[config.mk]
export PLATFORM = sky130hd
export DESIGN_NAME = register_file
export DESIGN_NICKNAME = d
export VERILOG_FILES = /design/src/rtl/register_file.sv
export SDC_FILE = /design/constraint.sdc
export NUM_CORES = 2
export LEC_CHECK = 0
export ABC_AREA = 1
export BUFFER_PORTS_ARGS = -buffer_cell sky130_fd_sc_hd__buf_4
export CORE_ASPECT_RATIO = 1.25
export CORE_MARGIN = 2
export CORE_UTILIZATION = 36
export CTS_CLUSTER_DIAMETER = 100
export DETAILED_ROUTE_END_ITERATION = 8
export PLACE_DENSITY = 0.51
export SETUP_SLACK_MARGIN = 0.02
export SYNTH_ARGS = -nofsm -noshare
export SYNTH_HDL_FRONTEND = slang
export SYNTH_SLANG_ARGS = --single-unit
[constraint.sdc]
create_clock -name clock -period 1.5 [get_ports clock]
set_input_delay 0.225 -clock clock [delete_from_list [all_inputs] [get_ports clock]]
set_output_delay 0.225 -clock clock [all_outputs]
set_load 0.05 [all_outputs]
[src/rtl/register_file.sv]
// 32-entry, two-read/one-write register file with r0 hardwired to zero and asynchronous active-low clear.
// Define REGFILE_BYPASS_EN to forward same-cycle write data to matching read ports.
module register_file #(
    parameter int DATA_WIDTH = 32,
    parameter int REG_COUNT  = 32
) (
    input  logic                  clock,
    input  logic                  reset,
    input  logic                  write_enable,
    input  logic [4:0]            write_address,
    input  logic [DATA_WIDTH-1:0] write_data,
    input  logic [4:0]            read_address_1,
    input  logic [4:0]            read_address_2,
    output logic [DATA_WIDTH-1:0] read_data_1,
    output logic [DATA_WIDTH-1:0] read_data_2
);

    logic [DATA_WIDTH-1:0] regs [REG_COUNT];
    logic [REG_COUNT-1:0]  strobe;
    logic [REG_COUNT-1:0]  load;

    always_comb begin
        strobe = '0;
        for (int i = 0; i < REG_COUNT; i++) begin
            strobe[i] = (write_address == i[4:0]);
        end
        load = strobe & {REG_COUNT{write_enable}};
    end

    // Entry 0 is cleared but never loaded; the read mux forces it to zero regardless.
    always_ff @(posedge clock or negedge reset) begin
        if (!reset) begin
            for (int i = 0; i < REG_COUNT; i++) begin
                regs[i] <= '0;
            end
        end else begin
            for (int i = 1; i < REG_COUNT; i++) begin
                if (load[i]) begin
                    regs[i] <= write_data;
                end
            end
        end
    end

    function automatic logic [DATA_WIDTH-1:0] read_port(input logic [4:0] addr);
        logic [DATA_WIDTH-1:0] value;
        value = '0;
        if (addr != 5'd0) begin
            value = regs[addr];
`ifdef REGFILE_BYPASS_EN
            if (write_enable && reset && (addr == write_address)) begin
                value = write_data;
            end
`endif
        end
        return value;
    endfunction

    always_comb begin
        read_data_1 = read_port(read_address_1);
        read_data_2 = read_port(read_address_2);
    end

endmodule

* After elaboration in Yosys (flattened, before gate mapping) *
Cells that the tools add are included.

cells by class
  mux-type cells = 8
  bitwise logic cells = 3
  order comparisons = 2
  reduce and logical (&&, ||, !) cells = 3
  equality and inequality tests = 31

operators with widths
  kind                                                             count
  32-bit binary-select mux with 5-bit select                       2
  32-bit 2-to-1 mux                                                6
  5-bit == test, second input constant                             16
  5-bit by 4-bit == test with 1-bit output, second input constant  8
  32-bit bitwise AND                                               1
  5-bit by 3-bit == test with 1-bit output, second input constant  4
  6-bit >= comparator, second input constant                       2
  5-bit NOT with 6-bit output                                      2
  5-bit by 2-bit == test with 1-bit output, second input constant  2
  5-bit nonzero test                                               2
  5-bit by 1-bit == test with 1-bit output, second input constant  1
  5-bit zero test                                                  1

storage, ports and cells
  word-level logic and storage cells = 78
  output and inout port bits = 64
  bits of input ports = 50
  flip-flop bits (word level) = 992

* Logic depth before layout (Yosys ltp) *
  word-level depth = 5
  gate-level depth with buffers = 14

* Worst setup path after synthesis *
Ideal clock, no wire load.

  path type = input -> output
  start = in read_address_1[0]
  end = out read_data_1[11]
  arrival time = 1.572 ns
  path slack = -0.297 ns
  stages on the path = 13
  cell sequence = buf_4 > inv_2 > buf_6 > buf_6 > buf_4 > nand2_1 > nand2_1 > nand2_1 > nand3_1 > nand3_1 > nand2_1 > nand2_1 > nand2_1

between the ends
  cells in the longest elaborated chain, start to end = 5

RTL lines
  element                                               line  RTL
  from (decl)                                           12    input logic [4:0] read_address_1,
  5-bit NOT with 6-bit output (not written as such)     49    value = regs[addr];
  32-bit binary-select mux with 5-bit select            49
  32-bit 2-to-1 mux (not written as such) (2 in a row)  49
  32-bit 2-to-1 mux (*)                                 48    if (addr != 5'd0) begin
  to (decl)                                             14    output logic [DATA_WIDTH-1:0] read_data_1,

Mark *: on every way between the ends. The rest lies on a longest branch, timed or not. The select of a mux whose other input is x is not followed.

* Final worst setup path *
  start = reg regs[298] (netlist name)
  end = out read_data_2[10]

between the ends
  cells in the longest elaborated chain, start to end = 4

RTL lines
  element                                               line  RTL
  from (decl)                                           18    logic [DATA_WIDTH-1:0] regs [REG_COUNT];
  from (signal, indexed assignment)                     39    regs[i] <= write_data;
  32-bit binary-select mux with 5-bit select            49
  32-bit 2-to-1 mux (not written as such) (2 in a row)  49
  32-bit 2-to-1 mux                                     48
  to (decl)                                             15    output logic [DATA_WIDTH-1:0] read_data_2

Every way passes these cells. The select of a mux whose other input is x is not followed.

==> flow_summary.json <==
{
  "yosysWarnings": 32,
  "regToRegSetupSlack_ps": 620,
  "reg2reg_from": "regs[834]",
  "violations": "setup timing",
  "cp-end-kind": "primary output",
  "drc": 0,
  "arrival_ps": 2000,
  "synth-seq-cells": 992,
  "maxSlewHeadroom_pct": 63.21,
  "num_rows": 164,
  "cp-start-kind": "register",
  "nets": 9192,
  "clock_latency_ps": 760,
  "use_met1_pct": 42.34,
  "cts.path.max_buffers": 3,
  "via_per_inst": 5.376,
  "nFillCells": 16180,
  "avgSynthCellArea_um2": 6.523,
  "final_common_cell": "nand2_1",
  "grt_start_max_net_pins": 56,
  "combPwrFrac_pct": 24.8,
  "period_needed_ps": 2227,
  "drv_slew": 0,
  "io_pins": 114,
  "cts_inserted_buffers": 112,
  "pwr-share-clk_pct": 35.2,
  "tightest_slew_ps": 551.9,
  "post-route-util_pct": 46.28,
  "holdCritPathClass": "in -> reg",
  "synth_top_area_share_pct": 42.92,
  "p_sw_share_pct": 33.00,
  "path_cells": "buf_4 > nand2_1 > nand3_1 > nand3_1 > nand3_1 > nand3_2 > nand2_4 > buf_12",
  "yosysSeqAreaShare_pct": 42.92,
  "multi_input_comb_area_um2": 29120,
  "ys_types": 19,
  "drive_gt1_share_pct": 17.09,
  "slowest_stage": "dfrtp_1",
  "power.leakage_nw": 37.47,
  "worst_hold_path.num_cells": 4,
  "p_per_area_nw_per_um2": 1206,
  "layout.cells.non_filler": 11310,
  "areaGrowthSynthToFinish_pct": 27.76,
  "startpoint": "regs[298]",
  "grt_pass1_vias": 57540,
  "grt.busiest_layer": "met2",
  "cap_violations": 0,
  "vias": 60810,
  "p_int_mw": 59.70,
  "yosys-top-cells-area": "dfrtp_1 (43%), nand2_1 (25%), nand3_1 (10%), o21ai_0 (7.7%), inv_1 (5.3%)",
  "final_cell_mix": "nand2_1 (3617), dfrtp_1 (992), nand3_1 (964), o21ai_0 (871), inv_1 (730)",
  "crit_end": "read_data_2[10]",
  "setup_viol": 64,
  "largest_reg_flops": 992,
  "wl_per_cell_um": 22.48,
  "status": "complete, but fails checks",
  "place_inst": 10930,
  "holdWs_ps": 48.05,
  "antenna_left": 0,
  "start_util_pct": 36.23,
  "crit_type": "reg -> out",
  "fp.dieW_um": 362.5,
  "wirelength_um": 254300,
  "synth_cells": 8866,
  "die-height_um": 452.1,
  "power_mw": 89.11,
  "h-tree-depth": 3,
  "regArea_um2": 24820,
  "clk_pin_slew_ps": 60,
  "layout_setup_ws_ps": -726.9,
  "final.period_utilization_pct": 148.5,
  "biggestRegsByFlops": "regs (992)",
  "worst_path_most_repeated_cell": "nand3_1",
  "hold_viol": 0,
  "grt_usage_pct": 30.56,
  "reg2regPathDepth": 4,
  "place_ws_ps": -614.4,
  "drt_iter0_drc": 6742,
  "routabilityCongestion": 0.8981,
  "regMostFlops": "regs",
  "use_met3_pct": 3.408,
  "max_freq_mhz": 449.0,
  "tritoncts": "built",
  "first_pass_iters": 7,
  "seq_power_share_pct": 40.0,
  "synth_area_um2": 57830,
  "synth_fp_nets": 8916,
  "critPathRequiredTime_ps": 1270,
  "grt_antenna_before_repair": 2,
  "skew_ps": 0,
  "rsz0062_at_grt": "yes",
  "use_met2_pct": 48.58,
  "cts_sinks": 992,
  "dp_hpwl_um": 159800,
  "path_max_fanout": 3,
  "root_buffer": "clkbuf_16",
  "grt_pass1_wl_um": 378900,
  "net-switching-power_mw": 29.41,
  "synth_top_area_cell": "dfrtp_1",
  "grt_overflow": 0,
  "core_um2": 159600,
  "max_stage_delay_ps": 420,
  "io_buffers": 113,
  "dieArea_um2": 163900,
  "ir_worst_vdd_mv": 0.9931,
  "r2r_end": "regs[834]"
}
logic make-up after synthesis:
family / Yosys count / share of synthesized area (%)
buffers and inverters: 1518 / 10.59
AND/OR/NAND/NOR: 5175 / 36.26
flip-flops: 992 / 42.92
AO/OA/AOI/OAI: 1181 / 10.22
cell type report:
class | instances | area share (%)
Multi-Input combinational cell | 6356 | 39.41
Sequential cell | 992 | 33.60
Timing Repair Buffer | 854 | 13.67
Clock buffer | 153 | 4.372
Inverter | 826 | 4.262
Tap cell | 2075 | 3.514
Clock inverter | 52 | 1.172
Antenna cell | 2 | 0.006774
power groups by stage:
stage / logic [mW] / clock network, mW / registers, mW
2_1_floorplan: 13.3 / 0 / 34.8
3_3_place_gp: 19.4 / 0 / 35.8
3_5_place_dp: 19.7 / 0 / 35.9
4_1_cts: 20.9 / 31.7 / 35.5
5_1_grt: 24.9 / 32.8 / 36.2
6_report: 22.1 / 31.3 / 35.7
cells in the mapped netlist:
cell / instances
a21oi_1: 167
clkinv_1: 1
nand3_1: 1157
inv_2: 6
nand2_2: 18
dfrtp_1: 992
buf_4: 15
inv_1: 819
nand2_1: 3852
nor2_1: 132
clkbuf_1: 391
buf_1: 50
or2_4: 2
buf_2: 224
nor2_2: 12
buf_6: 12
o21ai_0: 891
nor2_4: 2
o21ai_1: 123
how the worst min path moves through the flow:
stage                          start         to  slack [ps]
detailed placement             reset  regs[747]         100
global placement               reset  regs[747]         100
CTS                 write_address[2]  regs[502]          20
finish                 write_data[8]  regs[584]          50
floorplan                      reset    regs[0]         -70
global route          write_data[10]   regs[74]         100
repair_timing:
item	4_1_cts	5_1_grt
pin swaps	284	258
hold buffers	36	1
setup buffers	36	101
resized for setup	366	250
endpoints found under the setup margin	64	94
hold endpoints to repair	1629	15
worst max-delay path: cells and delay by family, from the launching register on:
kind	cells	cell delay [ps]
buf+inv	2	310
flops	1	420
simple gates	6	510
through the flow:
step / instance area (um2) / setup TNS, ps
after global routing: 73880 / -47220
final: 73890 / -41690
after detailed placement: 66400 / -45740
after floorplan: 58960 / -1821
after global placement: 66400 / -41800
after CTS: 72340 / -44260
routing by layer:
metal | vias to the layer above | part of all wire (%)
met5 | - | 0.0043
met4 | 2 | 4.3
met3 | 541 | 7.4
met2 | 2678 | 45
met1 | 29320 | 43
li1 | 28260 | -
Note: power is estimated with default switching activity, not from simulation.
